==> src/rtl/mem_axi_lite_master_pkg.sv <==
// Shared types and constants for the MEM-stage AXI4-Lite data master.
package mem_axi_pkg;

    typedef enum logic [2:0] {
        S_IDLE,
        S_WR,
        S_WR_RESP,
        S_RD_ADDR,
        S_RD_DATA,
        S_DONE
    } state_t;

    localparam logic [2:0] F3_B  = 3'b000;
    localparam logic [2:0] F3_H  = 3'b001;
    localparam logic [2:0] F3_W  = 3'b010;
    localparam logic [2:0] F3_BU = 3'b100;
    localparam logic [2:0] F3_HU = 3'b101;

    localparam logic [1:0] AXI_RESP_OKAY   = 2'b00;
    localparam logic [1:0] AXI_RESP_EXOKAY = 2'b01;
    localparam logic [1:0] AXI_RESP_SLVERR = 2'b10;
    localparam logic [1:0] AXI_RESP_DECERR = 2'b11;

    localparam logic [2:0] AXI_PROT_DEFAULT = 3'b000;

endpackage

==> src/rtl/mem_axi_lite_master_if.sv <==
// AXI4-Lite bus bundle between the data master and its slave.
interface mem_axi_lite_master_if #(
    parameter int ADDR_W = 32
);
    logic [ADDR_W-1:0] m_awaddr;
    logic [2:0]        m_awprot;
    logic              m_awvalid;
    logic              m_awready;
    logic [31:0]       m_wdata;
    logic [3:0]        m_wstrb;
    logic              m_wvalid;
    logic              m_wready;
    logic [1:0]        m_bresp;
    logic              m_bvalid;
    logic              m_bready;
    logic [ADDR_W-1:0] m_araddr;
    logic [2:0]        m_arprot;
    logic              m_arvalid;
    logic              m_arready;
    logic [31:0]       m_rdata;
    logic [1:0]        m_rresp;
    logic              m_rvalid;
    logic              m_rready;

    modport master (
        output m_awaddr, m_awprot, m_awvalid, input m_awready,
        output m_wdata, m_wstrb, m_wvalid, input m_wready,
        input m_bresp, m_bvalid, output m_bready,
        output m_araddr, m_arprot, m_arvalid, input m_arready,
        input m_rdata, m_rresp, m_rvalid, output m_rready
    );

    modport slave (
        input m_awaddr, m_awprot, m_awvalid, output m_awready,
        input m_wdata, m_wstrb, m_wvalid, output m_wready,
        output m_bresp, m_bvalid, input m_bready,
        input m_araddr, m_arprot, m_arvalid, output m_arready,
        output m_rdata, m_rresp, m_rvalid, input m_rready
    );

endinterface

==> src/rtl/mem_lsu_align.sv <==
// Byte-lane steering for stores (strobes, replicated data) and load extraction with sign/zero extend.
module mem_lsu_align
    import mem_axi_pkg::*;
(
    input  logic [2:0]  funct3,
    input  logic [1:0]  offset,
    input  logic [31:0] store_data,
    input  logic [31:0] bus_rdata,
    output logic [3:0]  strobe,
    output logic [31:0] bus_wdata,
    output logic [31:0] load_data
);

    logic [7:0]  byte_lane;
    logic [15:0] half_lane;
    logic        sign_en;

    // Halves only look at offset[1]; misaligned accesses are truncated, never split.
    assign byte_lane = bus_rdata[{offset, 3'b000} +: 8];
    assign half_lane = bus_rdata[{offset[1], 4'b0000} +: 16];
    assign sign_en   = ~funct3[2];

    always_comb begin
        strobe    = 4'hF;
        bus_wdata = store_data;
        load_data = bus_rdata;
        case (funct3[1:0])
            F3_B[1:0]: begin
                strobe    = 4'b0001 << offset;
                bus_wdata = {4{store_data[7:0]}};
                load_data = {{24{byte_lane[7] & sign_en}}, byte_lane};
            end
            F3_H[1:0]: begin
                strobe    = 4'b0011 << {offset[1], 1'b0};
                bus_wdata = {2{store_data[15:0]}};
                load_data = {{16{half_lane[15] & sign_en}}, half_lane};
            end
            default: ;
        endcase
    end

endmodule

==> src/rtl/mem_axi_lite_master.sv <==
// MEM-stage AXI4-Lite data master: one load/store at a time, stalling the pipeline until done.
// Optional macro MEM_AXI_RESP_ERR_EN adds sticky bus_err_o / bus_err_addr_o reporting.
module mem_axi_lite_master
    import mem_axi_pkg::*;
#(
    parameter int         ADDR_W   = 32,
    parameter logic [2:0] AXI_PROT = AXI_PROT_DEFAULT
) (
    input  logic              clk,
    input  logic              rst,
    input  logic              mem_read_i,
    input  logic              mem_write_i,
    input  logic [2:0]        funct3_i,
    input  logic [ADDR_W-1:0] addr_i,
    input  logic [31:0]       wdata_i,
    output logic [31:0]       rdata_o,
    output logic              axi_stall,
    mem_axi_lite_master_if.master bus
`ifdef MEM_AXI_RESP_ERR_EN
   ,output logic              bus_err_o,
    output logic [ADDR_W-1:0] bus_err_addr_o
`endif
);

    state_t            state, nxt_state;
    logic [ADDR_W-1:0] req_addr, nxt_addr;
    logic [31:0]       req_wdata, nxt_wdata;
    logic [2:0]        req_funct3, nxt_funct3;
    logic              awvalid, nxt_awvalid;
    logic              wvalid, nxt_wvalid;
    logic              bready, nxt_bready;
    logic              arvalid, nxt_arvalid;
    logic              rready, nxt_rready;
    logic [31:0]       rdata_q, nxt_rdata;
    logic [3:0]        strobe;
    logic [31:0]       bus_wdata;
    logic [31:0]       load_data;

    mem_lsu_align u_align (
        .funct3     (req_funct3),
        .offset     (req_addr[1:0]),
        .store_data (req_wdata),
        .bus_rdata  (bus.m_rdata),
        .strobe     (strobe),
        .bus_wdata  (bus_wdata),
        .load_data  (load_data)
    );

    always_ff @(posedge clk) begin
        if (rst) begin
            state      <= S_IDLE;
            req_addr   <= '0;
            req_wdata  <= '0;
            req_funct3 <= '0;
            awvalid    <= 1'b0;
            wvalid     <= 1'b0;
            bready     <= 1'b0;
            arvalid    <= 1'b0;
            rready     <= 1'b0;
            rdata_q    <= '0;
        end else begin
            state      <= nxt_state;
            req_addr   <= nxt_addr;
            req_wdata  <= nxt_wdata;
            req_funct3 <= nxt_funct3;
            awvalid    <= nxt_awvalid;
            wvalid     <= nxt_wvalid;
            bready     <= nxt_bready;
            arvalid    <= nxt_arvalid;
            rready     <= nxt_rready;
            rdata_q    <= nxt_rdata;
        end
    end

    always_comb begin
        nxt_state   = state;
        nxt_addr    = req_addr;
        nxt_wdata   = req_wdata;
        nxt_funct3  = req_funct3;
        nxt_awvalid = awvalid;
        nxt_wvalid  = wvalid;
        nxt_bready  = bready;
        nxt_arvalid = arvalid;
        nxt_rready  = rready;
        nxt_rdata   = rdata_q;
        axi_stall   = 1'b1;
        case (state)
            S_IDLE: begin
                axi_stall = mem_read_i | mem_write_i;
                if (mem_write_i || mem_read_i) begin
                    nxt_addr   = addr_i;
                    nxt_wdata  = wdata_i;
                    nxt_funct3 = funct3_i;
                end
                if (mem_write_i) begin
                    nxt_awvalid = 1'b1;
                    nxt_wvalid  = 1'b1;
                    nxt_state   = S_WR;
                end else if (mem_read_i) begin
                    nxt_arvalid = 1'b1;
                    nxt_state   = S_RD_ADDR;
                end
            end
            S_WR: begin
                // AW and W retire independently; move on once neither is pending.
                if (awvalid && bus.m_awready) nxt_awvalid = 1'b0;
                if (wvalid && bus.m_wready)   nxt_wvalid  = 1'b0;
                if (!nxt_awvalid && !nxt_wvalid) begin
                    nxt_bready = 1'b1;
                    nxt_state  = S_WR_RESP;
                end
            end
            S_WR_RESP: begin
                if (bus.m_bvalid) begin
                    nxt_bready = 1'b0;
                    nxt_state  = S_DONE;
                end
            end
            S_RD_ADDR: begin
                if (bus.m_arready) begin
                    nxt_arvalid = 1'b0;
                    nxt_rready  = 1'b1;
                    nxt_state   = S_RD_DATA;
                end
            end
            S_RD_DATA: begin
                if (bus.m_rvalid) begin
                    nxt_rready = 1'b0;
                    nxt_rdata  = load_data;
                    nxt_state  = S_DONE;
                end
            end
            S_DONE: begin
                // The pipeline still presents the finished request this cycle, so do not re-issue it.
                axi_stall = 1'b0;
                nxt_state = S_IDLE;
            end
            default: nxt_state = S_IDLE;
        endcase
    end

    assign rdata_o       = rdata_q;
    assign bus.m_awaddr  = {req_addr[ADDR_W-1:2], 2'b00};
    assign bus.m_araddr  = {req_addr[ADDR_W-1:2], 2'b00};
    assign bus.m_awprot  = AXI_PROT;
    assign bus.m_arprot  = AXI_PROT;
    assign bus.m_awvalid = awvalid;
    assign bus.m_wvalid  = wvalid;
    assign bus.m_wdata   = bus_wdata;
    assign bus.m_wstrb   = strobe;
    assign bus.m_bready  = bready;
    assign bus.m_arvalid = arvalid;
    assign bus.m_rready  = rready;

`ifdef MEM_AXI_RESP_ERR_EN
    logic resp_err;

    always_comb begin
        resp_err = 1'b0;
        if (state == S_WR_RESP && bus.m_bvalid && bus.m_bresp != AXI_RESP_OKAY) resp_err = 1'b1;
        if (state == S_RD_DATA && bus.m_rvalid && bus.m_rresp != AXI_RESP_OKAY) resp_err = 1'b1;
    end

    // Sticky: only the first failing address is kept until reset.
    always_ff @(posedge clk) begin
        if (rst) begin
            bus_err_o      <= 1'b0;
            bus_err_addr_o <= '0;
        end else if (resp_err && !bus_err_o) begin
            bus_err_o      <= 1'b1;
            bus_err_addr_o <= req_addr;
        end
    end
`else
    logic unused_resp;
    assign unused_resp = ^{bus.m_bresp, bus.m_rresp};
`endif

endmodule

==> src/flat_wrapper.sv <==
// flat-port wrapper written by rule: the top's interface ports become plain ports
module mem_axi_lite_master_flat import mem_axi_pkg::*;
#(
    parameter int         ADDR_W   = 32,
    parameter logic [2:0] AXI_PROT = AXI_PROT_DEFAULT
)
  (clk, rst, mem_read_i, mem_write_i, funct3_i, addr_i, wdata_i, rdata_o, axi_stall, bus_m_awaddr, bus_m_awprot, bus_m_awvalid, bus_m_awready, bus_m_wdata, bus_m_wstrb, bus_m_wvalid, bus_m_wready, bus_m_bresp, bus_m_bvalid, bus_m_bready, bus_m_araddr, bus_m_arprot, bus_m_arvalid, bus_m_arready, bus_m_rdata, bus_m_rresp, bus_m_rvalid, bus_m_rready);
  mem_axi_lite_master_if #(.ADDR_W(ADDR_W)) bus_i ();
  input  logic clk;
  input  logic rst;
  input  logic mem_read_i;
  input  logic mem_write_i;
  input  logic [2:0] funct3_i;
  input  logic [ADDR_W-1:0] addr_i;
  input  logic [31:0] wdata_i;
  output logic [31:0] rdata_o;
  output logic axi_stall;
  output wire logic [$bits(bus_i.m_awaddr)-1:0] bus_m_awaddr;
  output wire logic [$bits(bus_i.m_awprot)-1:0] bus_m_awprot;
  output wire logic [$bits(bus_i.m_awvalid)-1:0] bus_m_awvalid;
  input wire logic [$bits(bus_i.m_awready)-1:0] bus_m_awready;
  output wire logic [$bits(bus_i.m_wdata)-1:0] bus_m_wdata;
  output wire logic [$bits(bus_i.m_wstrb)-1:0] bus_m_wstrb;
  output wire logic [$bits(bus_i.m_wvalid)-1:0] bus_m_wvalid;
  input wire logic [$bits(bus_i.m_wready)-1:0] bus_m_wready;
  input wire logic [$bits(bus_i.m_bresp)-1:0] bus_m_bresp;
  input wire logic [$bits(bus_i.m_bvalid)-1:0] bus_m_bvalid;
  output wire logic [$bits(bus_i.m_bready)-1:0] bus_m_bready;
  output wire logic [$bits(bus_i.m_araddr)-1:0] bus_m_araddr;
  output wire logic [$bits(bus_i.m_arprot)-1:0] bus_m_arprot;
  output wire logic [$bits(bus_i.m_arvalid)-1:0] bus_m_arvalid;
  input wire logic [$bits(bus_i.m_arready)-1:0] bus_m_arready;
  input wire logic [$bits(bus_i.m_rdata)-1:0] bus_m_rdata;
  input wire logic [$bits(bus_i.m_rresp)-1:0] bus_m_rresp;
  input wire logic [$bits(bus_i.m_rvalid)-1:0] bus_m_rvalid;
  output wire logic [$bits(bus_i.m_rready)-1:0] bus_m_rready;
  assign bus_m_awaddr = bus_i.m_awaddr;
  assign bus_m_awprot = bus_i.m_awprot;
  assign bus_m_awvalid = bus_i.m_awvalid;
  assign bus_i.m_awready = bus_m_awready;
  assign bus_m_wdata = bus_i.m_wdata;
  assign bus_m_wstrb = bus_i.m_wstrb;
  assign bus_m_wvalid = bus_i.m_wvalid;
  assign bus_i.m_wready = bus_m_wready;
  assign bus_i.m_bresp = bus_m_bresp;
  assign bus_i.m_bvalid = bus_m_bvalid;
  assign bus_m_bready = bus_i.m_bready;
  assign bus_m_araddr = bus_i.m_araddr;
  assign bus_m_arprot = bus_i.m_arprot;
  assign bus_m_arvalid = bus_i.m_arvalid;
  assign bus_i.m_arready = bus_m_arready;
  assign bus_i.m_rdata = bus_m_rdata;
  assign bus_i.m_rresp = bus_m_rresp;
  assign bus_i.m_rvalid = bus_m_rvalid;
  assign bus_m_rready = bus_i.m_rready;
  mem_axi_lite_master #(.ADDR_W(ADDR_W), .AXI_PROT(AXI_PROT)) u_core (.clk(clk), .rst(rst), .mem_read_i(mem_read_i), .mem_write_i(mem_write_i), .funct3_i(funct3_i), .addr_i(addr_i), .wdata_i(wdata_i), .rdata_o(rdata_o), .axi_stall(axi_stall), .bus(bus_i));
endmodule
==> config.mk <==
export PLATFORM = sky130hd
export DESIGN_NAME = mem_axi_lite_master_flat
export DESIGN_NICKNAME = d
export VERILOG_FILES = /design/src/rtl/mem_axi_lite_master_pkg.sv /design/src/rtl/mem_axi_lite_master_if.sv /design/src/rtl/mem_lsu_align.sv /design/src/rtl/mem_axi_lite_master.sv /design/src/flat_wrapper.sv
export SDC_FILE = /design/constraint.sdc
export NUM_CORES = 1
export LEC_CHECK = 0
export ABC_AREA = 1
export CAP_MARGIN = 10
export CORE_MARGIN = 2
export CORE_UTILIZATION = 43
export CTS_BUF_LIST = sky130_fd_sc_hd__clkbuf_8
export DETAILED_ROUTE_END_ITERATION = 7
export PLACE_DENSITY = 0.87
export SLEW_MARGIN = 20
export SYNTH_ARGS = -nofsm -noshare
export SYNTH_HDL_FRONTEND = slang
export SYNTH_SLANG_ARGS = --single-unit
export TNS_END_PERCENT = 100
==> constraint.sdc <==
create_clock -name clk -period 1.7 [get_ports clk]
set_input_delay 0.255 -clock clk [delete_from_list [all_inputs] [get_ports clk]]
set_output_delay 0.255 -clock clk [all_outputs]
set_load 0.03 [all_outputs]
==> impl_results.md <==
- Run status: complete, but fails checks
- Failing checks: setup timing
- Starting DRT DRC Count: 498
- Period utilization: 107%
- Bufs on Longest Clock Path: 2
- Slew @ Worst Pin: 0.667 ns
- Reg2reg path depth: 10
- # H-tree levels: 3
- Peak VDD IR: 1.10 mV
- CTS Hold Bufs: 0
- Crit Path Class: register to primary output
- Power density over the cells: 1770 nW/um^2
- I/O pin total: 256
- Sequential share of the synthesized area: 39.1%
- Largest net degree at the start of global routing: 62
- Routed wire length: 16,900 um
- Critical Path RT: 1.44 ns
- Post-route cell area: 7860 um^2
- Post-DP Area: 7450 um^2
- PortBufs: 241
- Internal: 7070 uW
- Total GRT Usage: 23.4%
- CTS clk-pin slew, worst paths: 0.11 ns
- Syn_area_per_cell: 7.25 um^2
- Synth warnings: 0
- Worst hold margin: 0.443 ns
- Yosys cell types: 30
- DRC viols: 0
- WP data arrival: 1.56 ns
- Die area: 13,700 um^2
- TritonCTS clock tree: done
- Die Ht: 117 um
- Cells on Worst Hold Path: 3
- TritonCTS sink count: 107
- DR vias: 5,595
- Clock power share: 12.5%
- Register area: 2150 um^2
- Layout net count: 1,027
- Final Max Tran Viols: 0
- Setup repair after global routing missed its margin: true
- Reg2Reg Capture Point: u_core.rdata_o[18]
- DPL Wire Length: 11,900 um
- Die X: 117 um
- First-pass GRT wire length: 25,200 um
- Maxcap violations: 0
- Sequential power share: 27.4%
- Switching part of the total: 49.0%
- Seq cells post-synth: 107
- Row count: 41
- Tightest Hold Check Type: primary input to register
- Core area: 12,500 um^2
- Final WS setup: -0.113 ns
- Area occupied by multi-input gates: 2400 um^2
- R2r setup slk: 0.13 ns
- Vias per Instance: 5.12
- Psw: 6790 uW
- Root buf cell: clkbuf_8
- Total CTS buffers: 9
- Final Skew: 0.0108 ns
- Initial Utilization: 43.8%
- Final Hold Vio Count: 0
- Post-Syn Area: 5490 um^2
- Area delta synth->final: 43.2%
- Reg2reg start: u_core.req_funct3[1]
- Min-Delay Startpoint: addr_i[10]
- Largest fanout on the critical path: 8
- Setup crit end kind: primary output
- Detail Route Antenna Nets: 0
- Antenna violations before repair: 0
- Leakage power: 0.00381 uW
- Top achievable clock speed: 552 MHz
- Vias in the first global route: 5,105
- Rel. slew slack: 55.5%
- Mapped Cells: 757
- Drt wl/cell: 15.4 um
- Clock Latency Late Sink: 0.38 ns
- Drt first pass iters: 7
- Worst Setup Start Kind: register
- Global route overflow: 0
- Layout cells sized above 1: 13.7%
- Fin crit period: 1.81 ns
- Endpoints failing setup: 15
- Hold Path Sink: u_core.req_addr[10]
- Fill count: 1,129
- Comb pwr share: 60.1%
- Placer Congestion: 0.861
==> power by group through the flow <==
stage / clock [uW] / combinational [uW] / sequential [uW]
floorplan: 0 / 5450 / 3950
global placement: 0 / 7940 / 3780
detailed placement: 0 / 8050 / 3800
CTS: 1760 / 8120 / 3770
global route: 1850 / 8940 / 3880
finish: 1730 / 8340 / 3800
==> cell families (layout without fill, tap and decap cells) <==
group / count (synthesis) / after routing / synth area share [%]
other cells: 1 / 11 / 0.0684
flops: 107 / 107 / 39.1
compound gates: 207 / 207 / 21.1
simple gates: 254 / 254 / 20.0
buf+inv: 188 / 341 / 19.9
==> sequential cells by signal, indices dropped and copies added (netlist names) <==
register and cells:
u_core.bus.m_awvalid 1, u_core.req_addr 32, u_core.bus.m_bready 1, u_core.req_funct3 3
u_core.req_wdata 32, u_core.rdata_o 32, u_core.bus.m_rready 1, u_core.state 3
u_core.bus.m_arvalid 1, u_core.bus.m_wvalid 1
==> synthesized netlist by cell type (all sizes together) <==
master,n,area share (%)
inv,61,4.2
nand2,174,12
nor3,1,0.091
nor2,20,1.8
buf,109,14
a21oi,113,11
a31oi,2,0.23
nand3,42,3.8
conb,1,0.068
or2,1,0.11
o21ai,68,6.2
clkbuf,18,1.2
o21a,8,1.1
nand4,16,1.8
a221oi,1,0.16
dfxtp,107,39
o221ai,8,1.3
o211ai,7,0.96
==> worst max path at each step <==
stage / startpoint / endpoint / cells past startpoint
after global routing: u_core.req_funct3[1] / bus_m_wdata[26] / 6
final: u_core.req_funct3[1] / bus_m_wdata[15] / 6
after global placement: bus_m_rvalid / u_core.rdata_o[29] / 7
after CTS: u_core.req_funct3[1] / bus_m_wdata[25] / 6
after detailed placement: bus_m_rvalid / u_core.rdata_o[27] / 7
after floorplan: u_core.req_funct3[1] / bus_m_wdata[10] / 5
==> critical path, cell delays in order (launching register included) <==
cell        delay, ns
dfxtp_4          0.39
inv_4            0.04
nand2_4          0.09
clkinvlp_4       0.24
nand2_2          0.14
o21ai_1          0.10
buf_4            0.18
==> final cells by class <==
cell class	count	share of cell area, %
clock buffers	9	1.58
diodes	1	0.0318
repair buffers	264	33.5
multi-input cells	471	30.5
flip-flops and latches	107	27.4
clock inverters	6	1.13
repair inverters	1	0.0955
well taps	172	2.74
inverters	61	3.03
==> routing by layer <==
metal	wire length (um)	vias to the layer above	global-route usage, %
met1	6930	2573	29.0
met2	8100	267	39.4
met4	408	0	9.49
li1	-	2724	-
met3	1420	31	5.25
met5	0	-	0
==> through the flow <==
stage / util, % / TNS (ns) / cells / total power [uW] / worst slack, ns
6_report: 62.8 / -1.10 / 1092 / 13900 / -0.113
5_1_grt: 62.8 / -2.41 / 1091 / 14700 / -0.178
4_1_cts: 61.6 / -0.838 / 1089 / 13600 / -0.0851
3_3_place_gp: 59.5 / 0 / 1071 / 11700 / 0.00526
2_1_floorplan: - / -0.584 / 766 / 9410 / -0.0730
3_5_place_dp: 59.5 / -0.126 / 1071 / 11800 / -0.0249
==> cells in the final DEF (no fill, tap or decap), types with 16 or more instances in the layout <==
cell type / count
nand2_1: 159
clkdlybuf4s50_1: 126
dfxtp_1: 103
a21oi_1: 99
dlygate4sd2_1: 62
o21ai_0: 56
inv_1: 52
nand3_1: 42
buf_4: 32
dlymetal6s2s_1: 24
nand4_1: 16
==> what timing repair did <==
item,CTS,global route
pin swaps,8,10
gates resized for setup,102,45
setup buffers,2,2
endpoints found under the hold margin,0,0
endpoints found under the setup margin,87,47
cloned,1,0
Power figures use the tool's default switching activity.
